$ cat config.mk
export PLATFORM = sky130hd
export DESIGN_NAME = spi_frame_rx_flat
export DESIGN_NICKNAME = d
export VERILOG_FILES = /design/src/rtl/spi_frame_rx_if.sv /design/src/rtl/spi_frame_rx.sv /design/src/flat_wrapper.sv
export SDC_FILE = /design/constraint.sdc
export NUM_CORES = 1
export LEC_CHECK = 0
export BUFFER_PORTS_ARGS = -buffer_cell sky130_fd_sc_hd__buf_2
export CAP_MARGIN = 5
export CORE_MARGIN = 2
export CORE_UTILIZATION = 31
export DETAILED_ROUTE_END_ITERATION = 8
export GPL_ROUTABILITY_DRIVEN = 0
export PLACE_DENSITY = 0.54
export SLEW_MARGIN = 20
export SYNTH_ARGS = -nofsm -noshare
export SYNTH_HDL_FRONTEND = slang
export SYNTH_SLANG_ARGS = --single-unit
$ cat constraint.sdc
create_clock -name clk -period 1.91 [get_ports clk]
set_input_delay 0.0955 -clock clk [delete_from_list [all_inputs] [get_ports clk]]
set_output_delay 0.0955 -clock clk [all_outputs]
set_load 0.1 [all_outputs]
$ cat src/rtl/spi_frame_rx_if.sv
// Pin-side SPI signals and register-write strobes of the SPI frame receiver.
// The slave modport is the receiver's view. The master modport is the
// view of whatever drives the pins and consumes the strobes.
interface spi_frame_rx_if;
    logic       sclk;
    logic       copi;
    logic       ncs;
    logic       wr_valid;
    logic [6:0] wr_addr;
    logic [7:0] wr_data;
    logic       frame_err;
    logic       addr_err;
    logic       busy;

    modport slave (
        input  sclk, copi, ncs,
        output wr_valid, wr_addr, wr_data, frame_err, addr_err, busy
    );

    modport master (
        output sclk, copi, ncs,
        input  wr_valid, wr_addr, wr_data, frame_err, addr_err, busy
    );
endinterface

$ cat src/rtl/spi_frame_rx.sv
// SPI mode-0 frame receiver.
// The SCLK, COPI and nCS pins are synchronised into the clk domain. Each
// frame is 1 R/W bit + 7 address bits + 8 data bits. A valid write produces
// a one-cycle register-write strobe. Short, long and out-of-range frames
// produce an error pulse instead. Read frames are dropped silently.
module spi_frame_rx #(
    parameter int SYNC_STAGES = 2,
    parameter int NUM_REGS    = 5,
    parameter int FRAME_BITS  = 16
) (
    input  logic             clk,
    input  logic             rst_n,
    spi_frame_rx_if.slave    bus
);
    localparam int CNT_W = $clog2(FRAME_BITS + 1);
    localparam logic [CNT_W-1:0] FULL_CNT = CNT_W'(FRAME_BITS);
    localparam logic [7:0] NUM_REGS_W = 8'(NUM_REGS);

    typedef enum logic [1:0] {IDLE, RECV, OVER} state_t;

    logic [SYNC_STAGES-1:0] sclk_sync_q, copi_sync_q, ncs_sync_q;
    logic                   sclk_prev_q, ncs_prev_q;
    logic                   s_sclk, s_copi, s_ncs;
    logic                   sclk_rise, ncs_fall, ncs_rise;

    state_t                  state_q, state_d;
    logic [CNT_W-1:0]        cnt_q, cnt_d;
    logic [FRAME_BITS-1:0]   shift_q, shift_d;
    logic                    wr_valid_q, wr_valid_d;
    logic                    frame_err_q, frame_err_d;
    logic                    addr_err_q, addr_err_d;
    logic [6:0]              wr_addr_q, wr_addr_d;
    logic [7:0]              wr_data_q, wr_data_d;
    logic                    busy_q;

    logic [6:0] frame_addr;
    logic [7:0] frame_data;
    logic       frame_write;

    assign s_sclk = sclk_sync_q[SYNC_STAGES-1];
    assign s_copi = copi_sync_q[SYNC_STAGES-1];
    assign s_ncs  = ncs_sync_q[SYNC_STAGES-1];

    assign sclk_rise = s_sclk & ~sclk_prev_q;
    assign ncs_fall  = ~s_ncs & ncs_prev_q;
    assign ncs_rise  = s_ncs & ~ncs_prev_q;

    assign frame_write = shift_q[FRAME_BITS-1];
    assign frame_addr  = shift_q[FRAME_BITS-2 -: 7];
    assign frame_data  = shift_q[7:0];

    // Pin synchronisers plus one history flop each; reset presets an idle bus.
    always_ff @(posedge clk or negedge rst_n) begin
        if (!rst_n) begin
            sclk_sync_q <= '0;
            copi_sync_q <= '0;
            ncs_sync_q  <= '1;
            sclk_prev_q <= 1'b0;
            ncs_prev_q  <= 1'b1;
        end else begin
            sclk_sync_q <= {sclk_sync_q[SYNC_STAGES-2:0], bus.sclk};
            copi_sync_q <= {copi_sync_q[SYNC_STAGES-2:0], bus.copi};
            ncs_sync_q  <= {ncs_sync_q[SYNC_STAGES-2:0], bus.ncs};
            sclk_prev_q <= s_sclk;
            ncs_prev_q  <= s_ncs;
        end
    end

    // State, shift register, counter and registered outputs.
    always_ff @(posedge clk or negedge rst_n) begin
        if (!rst_n) begin
            state_q     <= IDLE;
            cnt_q       <= '0;
            shift_q     <= '0;
            wr_valid_q  <= 1'b0;
            frame_err_q <= 1'b0;
            addr_err_q  <= 1'b0;
            wr_addr_q   <= '0;
            wr_data_q   <= '0;
            busy_q      <= 1'b0;
        end else begin
            state_q     <= state_d;
            cnt_q       <= cnt_d;
            shift_q     <= shift_d;
            wr_valid_q  <= wr_valid_d;
            frame_err_q <= frame_err_d;
            addr_err_q  <= addr_err_d;
            wr_addr_q   <= wr_addr_d;
            wr_data_q   <= wr_data_d;
            busy_q      <= ~s_ncs;
        end
    end

    // Next-state and frame evaluation. nCS rising takes priority over a
    // coincident SCLK edge, so that edge is never shifted in.
    always_comb begin
        state_d     = state_q;
        cnt_d       = cnt_q;
        shift_d     = shift_q;
        wr_valid_d  = 1'b0;
        frame_err_d = 1'b0;
        addr_err_d  = 1'b0;
        wr_addr_d   = wr_addr_q;
        wr_data_d   = wr_data_q;
        case (state_q)
            IDLE: begin
                if (ncs_fall) begin
                    cnt_d   = '0;
                    shift_d = '0;
                    state_d = RECV;
                end
            end
            RECV, OVER: begin
                if (ncs_rise) begin
                    state_d = IDLE;
                    if (state_q == OVER) begin
                        frame_err_d = 1'b1;
                    end else if (cnt_q == '0) begin
                        frame_err_d = 1'b0;
                    end else if (cnt_q != FULL_CNT) begin
                        frame_err_d = 1'b1;
                    end else if (frame_write) begin
                        if ({1'b0, frame_addr} >= NUM_REGS_W) begin
                            addr_err_d = 1'b1;
                        end else begin
                            wr_valid_d = 1'b1;
                            wr_addr_d  = frame_addr;
                            wr_data_d  = frame_data;
                        end
                    end
                end else if (state_q == RECV && sclk_rise) begin
                    if (cnt_q == FULL_CNT) begin
                        state_d = OVER;
                    end else begin
                        shift_d = {shift_q[FRAME_BITS-2:0], s_copi};
                        cnt_d   = cnt_q + 1'b1;
                    end
                end
            end
            default: state_d = IDLE;
        endcase
    end

    assign bus.wr_valid  = wr_valid_q;
    assign bus.wr_addr   = wr_addr_q;
    assign bus.wr_data   = wr_data_q;
    assign bus.frame_err = frame_err_q;
    assign bus.addr_err  = addr_err_q;
    assign bus.busy      = busy_q;
endmodule

$ cat src/flat_wrapper.sv
// flat-port wrapper written by rule: the top's interface ports become plain ports
module spi_frame_rx_flat 
#(
    parameter int SYNC_STAGES = 2,
    parameter int NUM_REGS    = 5,
    parameter int FRAME_BITS  = 16
)
  (clk, rst_n, bus_sclk, bus_copi, bus_ncs, bus_wr_valid, bus_wr_addr, bus_wr_data, bus_frame_err, bus_addr_err, bus_busy);
  spi_frame_rx_if bus_i ();
  input  logic clk;
  input  logic rst_n;
  input wire logic [$bits(bus_i.sclk)-1:0] bus_sclk;
  input wire logic [$bits(bus_i.copi)-1:0] bus_copi;
  input wire logic [$bits(bus_i.ncs)-1:0] bus_ncs;
  output wire logic [$bits(bus_i.wr_valid)-1:0] bus_wr_valid;
  output wire logic [$bits(bus_i.wr_addr)-1:0] bus_wr_addr;
  output wire logic [$bits(bus_i.wr_data)-1:0] bus_wr_data;
  output wire logic [$bits(bus_i.frame_err)-1:0] bus_frame_err;
  output wire logic [$bits(bus_i.addr_err)-1:0] bus_addr_err;
  output wire logic [$bits(bus_i.busy)-1:0] bus_busy;
  assign bus_i.sclk = bus_sclk;
  assign bus_i.copi = bus_copi;
  assign bus_i.ncs = bus_ncs;
  assign bus_wr_valid = bus_i.wr_valid;
  assign bus_wr_addr = bus_i.wr_addr;
  assign bus_wr_data = bus_i.wr_data;
  assign bus_frame_err = bus_i.frame_err;
  assign bus_addr_err = bus_i.addr_err;
  assign bus_busy = bus_i.busy;
  spi_frame_rx #(.SYNC_STAGES(SYNC_STAGES), .NUM_REGS(NUM_REGS), .FRAME_BITS(FRAME_BITS)) u_core (.clk(clk), .rst_n(rst_n), .bus(bus_i));
endmodule
==> impl_metrics.env, run 1 <==
export IMPL_cts_root_buf="clkbuf_8"
export IMPL_startpoint_type="register"
export IMPL_r2r_start="u_core.state_q[0]$_DFFE_PN0P_"
export IMPL_ios=24
export IMPL_violations="setup timing"
export IMPL_synth_avg_cell_area_sq_um=13.78
export IMPL_post_route_period_util_pct=104.4
export IMPL_cp_slowest_cell="or4_1"
export IMPL_rows=29
export IMPL_yosysWarnings=0
export IMPL_synthesis_area_sq_mm=0.002026
export IMPL_nets=216
export IMPL_worstPathCellList="inv_2 > ha_4 > or2_1 > a221o_1 > buf_6 > or4_1 > nand3_1"
export IMPL_ff2ff_setup_slack_ps=-80
export IMPL_synthTopCellsByArea="dfrtp_1 (58%), mux2_2 (4.4%), a22o_1 (4.3%)"
export IMPL_rsz0062_at_grt="yes"
export IMPL_hp_start="u_core.copi_sync_q[0]$_DFF_PN0_"
export IMPL_vias=1360
export IMPL_grt_antenna_before_repair=0
export IMPL_whs_endpoint="u_core.copi_sync_q[1]$_DFF_PN0_"
export IMPL_finalInstanceArea_sq_mm=0.002748
export IMPL_synth_edf_count=0
export IMPL_hold_class="register to register"
export IMPL_maxSlewViolCount=0
export IMPL_ys_types=35
export IMPL_async_flop_share_pct=100.0
export IMPL_synth_top_area_share_pct=58.06
export IMPL_cp_data_required_time_ps=2150
export IMPL_synthCells=147
export IMPL_powerDensity_mw_per_mm2=1068
export IMPL_cp_max_fo=6
export IMPL_tritoncts="yes"
export IMPL_leakagePower_nw=1.376
export IMPL_place_area_sq_mm=0.002357
export IMPL_r2r_cells=7
export IMPL_drc=0
export IMPL_tns_ps=-726.6
export IMPL_cts_buffers=5
export IMPL_seq_area_frac_synth_pct=61.95
export IMPL_cts_buffer_depth=2
export IMPL_yosys_register_bits=50
export IMPL_post_place_ws_ps=-97.05
export IMPL_hold_depth=0
export IMPL_cp_end_kind="register"
export IMPL_grt_max_degree=51
export IMPL_initial_core_util_pct=31.90
export IMPL_htree_levels=2
export IMPL_clkSinkCount=50
export IMPL_max_slew_worst_pin_slew_ps=641.1
export IMPL_setup_viol=21
export IMPL_synth_top_flop_cell="dfrtp_1"
export IMPL_max_freq_mhz=501.6
export IMPL_first_pass_iters=4
export IMPL_path_class="register to register"
export IMPL_finalHoldViolCount=0
export IMPL_die_w_um=84.84
export IMPL_timing_rr_end="u_core.cnt_q[4]$_DFFE_PN0P_"
export IMPL_arrival_ps=2230
export IMPL_postRouteAntennaNets=0
export IMPL_clk_pin_slew_worst_paths_ps=90
export IMPL_fp_dieH_um=84.84
export IMPL_grt_first_pass_wirelength_um=6320
export IMPL_syn_nets=158
export IMPL_first_global_vias=1315
export IMPL_maxCapViolations=0
export IMPL_routed_via_density=4.806
export IMPL_max_slew_margin_rel_pct=57.26
export IMPL_status="finished with violations"
export IMPL_vdd_drop_max_mv=0.4395
export IMPL_synth_area_leader_cell="dfrtp_1"
export IMPL_track_usage_pct=11.10
export IMPL_diodes=0
export IMPL_drive_gt1_share_pct=45.15
export IMPL_drt_iter0_markers=84
export IMPL_area_growth_pct=35.64
export IMPL_grt_overflow_total=0
export IMPL_finClkSkew_ps=7.510
export IMPL_dp_hpwl_um=2483
export IMPL_dieArea_sq_mm=0.007197
export IMPL_max_stage_delay_ps=460
export IMPL_port_buffers=23
export IMPL_core_sq_mm=0.006350
export IMPL_min_period_ps=1994
export IMPL_post_route_worst_setup_slack_ps=-83.72
export IMPL_wl_per_cell_um=13.95
export IMPL_wl_um=3948
export IMPL_clock_latency_ps=300
[cell usage after synthesis, types with 2 or more instances]
library cell,instances
mux2_1,4
mux2_2,8
ha_1,6
dfrtp_1,47
nand3b_1,2
a22o_2,7
or4_1,3
buf_8,2
nand4_1,3
a21oi_1,2
and4bb_1,2
o21ai_0,3
buf_6,2
a22o_1,10
dfstp_2,3
inv_1,7
nand3_1,7
nor2b_1,5
nand2b_1,3
nand2_1,6
[sequential cells by signal (all words and copies together) (netlist names)]
register and count:
u_core.bus.busy 1, u_core.ncs_prev_q 1, u_core.bus.wr_data 8, u_core.bus.frame_err 1
u_core.sclk_prev_q 1, u_core.bus.wr_valid 1, u_core.ncs_sync_q 2, u_core.bus.addr_err 1
u_core.bus.wr_addr 7, u_core.shift_q 16, u_core.sclk_sync_q 2, u_core.state_q 2
u_core.copi_sync_q 2, u_core.cnt_q 5
[report_power, final]
group,internal [mW],leakage [nW],switching (mW),total (mW)
combinational,0.492,0.647,0.438,0.930
sequential,1.14,0.667,0.0737,1.21
clock,0.431,0.0618,0.360,0.791
[logic make-up after synthesis]
logic type / after synthesis / share of synthesized area (%)
flops: 50 / 61.95
mux: 12 / 6.671
fa+ha+maj: 6 / 3.706
simple gates: 39 / 11.98
buf+inv: 12 / 4.262
compound gates: 28 / 11.43
[final cells by class]
type | count | area, sq um
flip-flops and latches | 50 | 1256
clock inverters | 2 | 38.79
well taps | 77 | 96.34
fillers | 581 | 3602
clock buffers | 6 | 82.58
inverters | 7 | 26.28
multi-input cells | 85 | 789.5
repair buffers | 56 | 457.9
[per-layer routing]
metal,GRT usage [%],share of wire [%],wire length [um]
met1,15.81,52,2035
met2,16.25,45,1768
met3,2.918,2.6,102
met4,4.329,1.0,41
met5,0,0,0
[how the worst max path moves through the flow]
stage                                       start  slack, ps  cells past startpoint                        endpoint
finish              u_core.state_q[0]$_DFFE_PN0P_        -80                      7     u_core.cnt_q[4]$_DFFE_PN0P_
global route        u_core.state_q[0]$_DFFE_PN0P_       -180                      7     u_core.cnt_q[4]$_DFFE_PN0P_
CTS                 u_core.state_q[0]$_DFFE_PN0P_        -70                      7     u_core.cnt_q[4]$_DFFE_PN0P_
detailed placement  u_core.state_q[1]$_DFFE_PN0P_       -100                      7     u_core.cnt_q[4]$_DFFE_PN0P_
global placement    u_core.state_q[1]$_DFFE_PN0P_        -40                      7     u_core.cnt_q[4]$_DFFE_PN0P_
floorplan           u_core.state_q[1]$_DFFE_PN0P_        -80                      8  u_core.shift_q[10]$_DFFE_PN0P_
[placed cells by master (no fill, tap or decap), drive strengths merged, types with 2 or more instances in the layout]
master       Yosys  final
a21oi            2      2
a22o            17     17
and4bb           2      2
buf              5     51
clkbuf           0      7
dfrtp           47     47
dfstp            3      3
dlygate4sd3      0      4
ha               6      6
inv              7      8
mux2            12     12
nand2            6      6
nand2b           3      3
nand3            7      7
nand3b           2      2
nand4            3      3
nor2             2      2
nor2b            5      5
o21ai            3      3
or4              3      3
[repair_timing]
item	CTS	global route
hold buffers	4	0
setup buffers	0	7
gates cloned	0	2
endpoints found under the setup margin	19	33
pin swaps	3	3
hold endpoints to repair	50	0
resized for setup	5	29
[worst max-delay path, delay by kind of cell (launching register included)]
kind / cells / cell delay (ps)
AOI/OAI and AO/OA: 1 / 360
adders and majority gates: 1 / 160
buffers and inverters: 2 / 220
DFF: 1 / 430
and+or+nand+nor: 3 / 770
[metrics by stage]
| stage | total power [mW] | hold WS (ps) | util, % | cells |
|---|---|---|---|---|
| floorplan | 1.700 | -200.1 | - | 147 |
| global placement | 1.962 | 202.2 | 37.12 | 262 |
| detailed placement | 1.971 | 205.6 | 37.12 | 262 |
| CTS | 2.810 | 358.4 | 39.88 | 274 |
| global route | 3.108 | 364.0 | 43.27 | 283 |
| finish | 2.935 | 357.5 | 43.27 | 283 |
Note: power is estimated with default switching activity, not from simulation.
==> run 2: changes to the inputs <==
--- a/config.mk
+++ b/config.mk
@@ -8,10 +8,10 @@
 export BUFFER_PORTS_ARGS = -buffer_cell sky130_fd_sc_hd__buf_2
 export CAP_MARGIN = 5
 export CORE_MARGIN = 2
-export CORE_UTILIZATION = 31
+export CORE_UTILIZATION = 45
 export DETAILED_ROUTE_END_ITERATION = 8
 export GPL_ROUTABILITY_DRIVEN = 0
-export PLACE_DENSITY = 0.54
+export PLACE_DENSITY = 0.71
 export SLEW_MARGIN = 20
 export SYNTH_ARGS = -nofsm -noshare
 export SYNTH_HDL_FRONTEND = slang
==> run 2 against run 1 <==
Effect of this change:
- the run still ends with setup timing left
- fmax shrank 3.6%
- non-clock buffer count grew 2
- final area is essentially flat
- cell count shrank 7.1%
- routed wire length grew 17%
- clock skew grew 1.8 ps
- clock-buffer cell count shrank 1
- largest cell class unchanged
- highest routed layer unchanged
==> impl_metrics.env, run 2 (synthesized netlist as in run 1, its figures left out) <==
export IMPL_wl_um=4636
export IMPL_cts_root_buf="clkbuf_8"
export IMPL_clk_pin_slew_worst_paths_ps=90
export IMPL_port_buffers=23
export IMPL_clock_power_share_pct=25.8
export IMPL_worstPathCellList="inv_2 > ha_4 > or2_4 > a221o_1 > buf_6 > or4_1 > nand3_1"
export IMPL_drc=0
export IMPL_tns_ps=-2762
export IMPL_initial_core_util_pct=46.52
export IMPL_grt_max_degree=51
export IMPL_dieArea_sq_mm=0.005055
export IMPL_grt_antenna_before_repair=0
export IMPL_cp_data_required_time_ps=2150
export IMPL_drt_iter0_markers=109
export IMPL_grt_first_pass_wirelength_um=7527
export IMPL_nFillCells=313
export IMPL_routed_via_density=5.722
export IMPL_final_common_cell="dfrtp_1"
export IMPL_comb_power_share_pct=33.5
export IMPL_postRouteAntennaNets=0
export IMPL_dp_hpwl_um=2533
export IMPL_grt_overflow_total=0
export IMPL_fp_dieH_um=71.10
export IMPL_startpoint_type="register"
export IMPL_cp_end_kind="register"
export IMPL_diodes=0
export IMPL_post_route_worst_setup_slack_ps=-157.5
export IMPL_die_w_um=71.10
export IMPL_max_freq_mhz=483.7
export IMPL_violations="setup timing"
export IMPL_wl_per_cell_um=17.63
export IMPL_top_register="u_core.shift_q"
export IMPL_clock_latency_ps=310
export IMPL_area_growth_pct=35.70
export IMPL_finalHoldViolCount=0
export IMPL_p_int_mw=2.035
export IMPL_post_route_period_util_pct=108.2
export IMPL_largest_register_ff_count=16
export IMPL_finClkSkew_ps=9.314
export IMPL_path_class="register to register"
export IMPL_rows=24
export IMPL_first_pass_iters=4
export IMPL_p_switching_mw=0.9507
export IMPL_core_sq_mm=0.004354
export IMPL_cp_max_fo=5
export IMPL_status="finished with violations"
export IMPL_vdd_drop_max_mv=0.8739
export IMPL_maxCapViolations=0
export IMPL_max_slew_margin_rel_pct=59.27
export IMPL_layout_common_cells="dfrtp_1 (46), buf_2 (23), buf_4 (23), mux2_4 (11), a22o_1 (10)"
export IMPL_track_usage_pct=19.39
export IMPL_vias=1505
export IMPL_maxSlewViolCount=0
export IMPL_hold_class="register to register"
export IMPL_rsz0062_at_grt="yes"
export IMPL_sequentialPowerShare_pct=40.7
export IMPL_nets=221
export IMPL_powerDensity_mw_per_mm2=1086
export IMPL_cp_slowest_cell="or4_1"
export IMPL_max_slew_worst_pin_slew_ps=611.0
export IMPL_arrival_ps=2310
export IMPL_first_global_vias=1504
export IMPL_min_period_ps=2067
export IMPL_ios=24
export IMPL_max_stage_delay_ps=480
export IMPL_drive_gt1_share_pct=49.29
export IMPL_fin_util_pct=63.13
export IMPL_leakagePower_nw=1.387
export IMPL_cts_buffer_depth=2
export IMPL_clkSinkCount=50
export IMPL_switching_share_pct=31.84
export IMPL_htree_levels=2
export IMPL_setup_viol=27
export IMPL_cts_buffers=5
export IMPL_tritoncts="yes"
run 2: changes by cell type in the layout (fill, tap and decap cells not counted), sizes merged:
cell	before	now
buf	51	54
a21o	1	4
clkinvlp	0	1
clkbuf	7	5
run 2: repair_timing:
item                                   CTS  global route
resized for setup                       29             7
pin swaps                                3             8
gates cloned                             2             2
endpoints found under the hold margin   50             0
buffers inserted                        13             2
setup endpoints to repair               28            37
hold buffers                             4             0
run 2: per-layer routing:
| metal | vias to the layer above | routed length, um | track usage (%) |
|---|---|---|---|
| met5 | - | 0 | 0 |
| met4 | 0 | 135 | 8.176 |
| met3 | 19 | 251 | 3.846 |
| met2 | 61 | 2258 | 31.46 |
| met1 | 763 | 1990 | 25.57 |
| li1 | 662 | - | - |
run 2: worst max-delay path: cells and delay by family (launching register included):
family	cells	cell delay, ps
buffers and inverters	2	220
DFF	1	430
adders and majority gates	1	170
and+or+nand+nor	3	800
AOI/OAI and AO/OA	1	390
run 2: final timing paths:
check	depth (start not counted)	slack, ps	end	startpoint
setup / recovery	7	-160	u_core.cnt_q[4]$_DFFE_PN0P_	u_core.state_q[1]$_DFFE_PN0P_
hold / removal	0	360	u_core.copi_sync_q[1]$_DFF_PN0_	u_core.copi_sync_q[0]$_DFF_PN0_
setup reg to reg	7	-160	u_core.cnt_q[4]$_DFFE_PN0P_	u_core.state_q[1]$_DFFE_PN0P_
hold reg to reg	0	360	u_core.copi_sync_q[1]$_DFF_PN0_	u_core.copi_sync_q[0]$_DFF_PN0_
max in group asynchronous	3	1060	u_core.state_q[0]$_DFFE_PN0P_	rst_n
min in group asynchronous	3	420	u_core.bus.wr_data[4]$_DFFE_PN0P_	rst_n
run 2: cell type report:
class | count | area, sq um | share of cell area, %
Sequential cell | 50 | 1256 | 45.70
Timing Repair Buffer | 58 | 451.7 | 16.43
Inverter | 7 | 26.28 | 0.9558
Clock inverter | 3 | 48.80 | 1.775
Tap cell | 52 | 65.06 | 2.367
Clock buffer | 5 | 68.82 | 2.503
Multi-Input combinational cell | 88 | 832.0 | 30.27
run 2: power groups by stage:
stage	clock network [mW]	registers (mW)	logic [mW]
after floorplan	0	1.25	0.451
after global placement	0	1.22	0.648
after detailed placement	0	1.23	0.694
after CTS	0.778	1.21	0.868
after global routing	0.821	1.23	1.07
final	0.770	1.22	1.00
run 2: through the flow:
stage	instance area (sq um)	worst slack [ps]	hold slack, ps	total power [mW]	std cells
6_report	2749	-157.5	357.1	2.986	263
3_5_place_dp	2296	-169.1	203.1	1.921	233
5_1_grt	2749	-202.7	360.6	3.116	263
3_3_place_gp	2296	-86.87	202.1	1.868	233
2_1_floorplan	2031	-82.18	-200.1	1.700	147
4_1_cts	2711	-95.03	359.3	2.859	260
==> run 3: changes to the inputs <==
--- a/config.mk
+++ b/config.mk
@@ -8,10 +8,10 @@
 export BUFFER_PORTS_ARGS = -buffer_cell sky130_fd_sc_hd__buf_2
 export CAP_MARGIN = 5
 export CORE_MARGIN = 2
-export CORE_UTILIZATION = 45
+export CORE_UTILIZATION = 51
 export DETAILED_ROUTE_END_ITERATION = 8
 export GPL_ROUTABILITY_DRIVEN = 0
-export PLACE_DENSITY = 0.71
+export PLACE_DENSITY = 0.78
 export SLEW_MARGIN = 20
 export SYNTH_ARGS = -nofsm -noshare
 export SYNTH_HDL_FRONTEND = slang
==> run 3 against run 2 <==
Effect of this change:
- the run still ends with setup timing left
- via count fell by 5.7%
- register-to-register slack improved by 30 ps
- cell count fell by 5.3%
- total power fell by 5.1%
==> impl_metrics.env, run 3 (synthesized netlist as in run 1, its figures left out) <==
export IMPL_status="finished with violations"
export IMPL_violations="setup timing"
export IMPL_r2r_cells=7
export IMPL_cp_end_kind="register"
export IMPL_wl_per_cell_um=17.87
export IMPL_timing_rr_end="u_core.cnt_q[0]$_DFFE_PN0P_"
export IMPL_min_period_ps=2036
export IMPL_die_w_um=67.03
export IMPL_finalHoldViolCount=0
export IMPL_whs_ps=354.8
export IMPL_setup_viol=32
export IMPL_tritoncts="yes"
export IMPL_grt_first_pass_wirelength_um=6430
export IMPL_arrival_ps=2230
export IMPL_finalInstanceArea_sq_mm=0.002656
export IMPL_layout_common_cells="dfrtp_1 (46), buf_2 (23), buf_4 (16), mux2_4 (11), a22o_1 (10)"
export IMPL_initial_core_util_pct=54.11
export IMPL_dieArea_sq_mm=0.004492
export IMPL_comb_power_share_pct=35.7
export IMPL_clock_latency_ps=300
export IMPL_cp_data_required_time_ps=2110
export IMPL_cp_max_fo=5
export IMPL_clock_power_share_pct=21.2
export IMPL_postRouteAntennaNets=0
export IMPL_finalPower_mw=2.833
export IMPL_post_route_period_util_pct=106.6
export IMPL_hold_class="register to register"
export IMPL_drive_gt1_share_pct=47.76
export IMPL_maxSlewViolCount=0
export IMPL_nFillCells=250
export IMPL_maxCapViolations=0
export IMPL_final_common_cell="dfrtp_1"
export IMPL_r2r_start="u_core.state_q[0]$_DFFE_PN0P_"
export IMPL_place_area_sq_mm=0.002278
export IMPL_first_pass_iters=4
export IMPL_drt_iter0_markers=100
export IMPL_post_route_worst_setup_slack_ps=-126.1
export IMPL_grt_overflow_total=0
export IMPL_wl_um=4450
export IMPL_startpoint_type="register"
export IMPL_cts_root_buf="clkbuf_8"
export IMPL_fin_util_pct=70.96
export IMPL_grt_max_degree=51
export IMPL_worstPathCellList="inv_2 > ha_2 > or2_1 > a221o_1 > buf_6 > a21o_4 > mux2_2"
export IMPL_cp_slowest_cell="dfrtp_2"
export IMPL_track_usage_pct=19.71
export IMPL_core_sq_mm=0.003744
export IMPL_rows=22
export IMPL_powerDensity_mw_per_mm2=1067
export IMPL_nets=211
export IMPL_diodes=0
export IMPL_rsz0062_at_grt="yes"
export IMPL_grt_antenna_before_repair=0
export IMPL_max_stage_delay_ps=420
export IMPL_path_class="register to register"
export IMPL_routed_via_density=5.699
export IMPL_ios=24
export IMPL_switching_share_pct=33.31
export IMPL_leakagePower_nw=1.357
export IMPL_clkSinkCount=50
export IMPL_htree_levels=2
export IMPL_drc=0
export IMPL_hold_depth=0
export IMPL_max_freq_mhz=491.1
export IMPL_p_switching_mw=0.9438
export IMPL_clk_pin_slew_worst_paths_ps=90
export IMPL_first_global_vias=1385
export IMPL_sequentialPowerShare_pct=43.1
export IMPL_largest_register_ff_count=16
export IMPL_max_slew_worst_pin_slew_ps=595.5
export IMPL_fp_dieH_um=67.03
export IMPL_finClkSkew_ps=8.813
export IMPL_tns_ps=-1858
export IMPL_hp_start="u_core.sclk_sync_q[0]$_DFF_PN0_"
export IMPL_max_slew_margin_rel_pct=60.30
export IMPL_dp_hpwl_um=2519
export IMPL_vias=1419
export IMPL_cts_buffers=5
export IMPL_area_growth_pct=31.13
export IMPL_port_buffers=23
export IMPL_p_int_mw=1.890
export IMPL_whs_endpoint="u_core.sclk_sync_q[1]$_DFF_PN0_"
export IMPL_cts_buffer_depth=2
export IMPL_top_register="u_core.shift_q"
export IMPL_vdd_drop_max_mv=0.5756
export IMPL_ff2ff_setup_slack_ps=-130
[run 3: per-layer routing]
layer / global-route usage, % / share of wire [%] / vias to the layer above
met1: 26.75 / 43 / 717
met5: 0 / 0 / -
li1: - / - / 651
met2: 30.07 / 50 / 44
met4: 6.122 / 1.5 / 0
met3: 6.419 / 5.0 / 7
[run 3: timing repair]
action,in CTS,in global routing
pin swaps,1,6
gates cloned,0,3
endpoints found under the setup margin,24,33
hold buffers,4,0
resized for setup,7,35
buffers inserted,2,3
endpoints found under the hold margin,50,0
[run 3: worst max-delay path by stage]
| stage | depth (start not counted) | to | start | slack (ps) |
|---|---|---|---|---|
| 2_1_floorplan | 8 | u_core.shift_q[10]$_DFFE_PN0P_ | u_core.state_q[1]$_DFFE_PN0P_ | -80 |
| 3_3_place_gp | 6 | u_core.cnt_q[0]$_DFFE_PN0P_ | u_core.state_q[1]$_DFFE_PN0P_ | -60 |
| 3_5_place_dp | 6 | u_core.shift_q[13]$_DFFE_PN0P_ | u_core.state_q[1]$_DFFE_PN0P_ | -160 |
| 4_1_cts | 6 | u_core.shift_q[13]$_DFFE_PN0P_ | u_core.state_q[0]$_DFFE_PN0P_ | -100 |
| 5_1_grt | 7 | u_core.cnt_q[4]$_DFFE_PN0P_ | u_core.state_q[0]$_DFFE_PN0P_ | -190 |
| 6_report | 7 | u_core.cnt_q[0]$_DFFE_PN0P_ | u_core.state_q[0]$_DFFE_PN0P_ | -130 |
[run 3: final cells by class]
type	count	area [sq um]	area share, %
Clock buffer	6	72.57	2.732
Clock inverter	2	13.76	0.5181
Inverter	7	26.28	0.9892
Multi-Input combinational cell	88	887.1	33.40
Sequential cell	50	1256	47.29
Tap cell	48	60.06	2.261
Timing Repair Buffer	48	340.3	12.81
[run 3: metrics by stage]
stage | std cells | setup WS (ps)
5_1_grt | 249 | -192.9
6_report | 249 | -126.1
3_5_place_dp | 229 | -156.1
3_3_place_gp | 229 | -58.70
2_1_floorplan | 147 | -82.18
4_1_cts | 243 | -102.2
[run 3: power by group through the flow]
stage	combinational, mW	sequential, mW	clock (mW)
3_5_place_dp	0.684	1.23	0
2_1_floorplan	0.451	1.25	0
5_1_grt	1.10	1.23	0.652
3_3_place_gp	0.640	1.22	0
4_1_cts	0.736	1.21	0.606
6_report	1.01	1.22	0.599
[run 3: critical path: cells and delay by family, from the launching register on]
family,cells,cell delay [ps]
compound gates,2,620
flops,1,420
mux,1,270
simple gates,1,240
buf+inv,2,200
fa+ha+maj,1,180
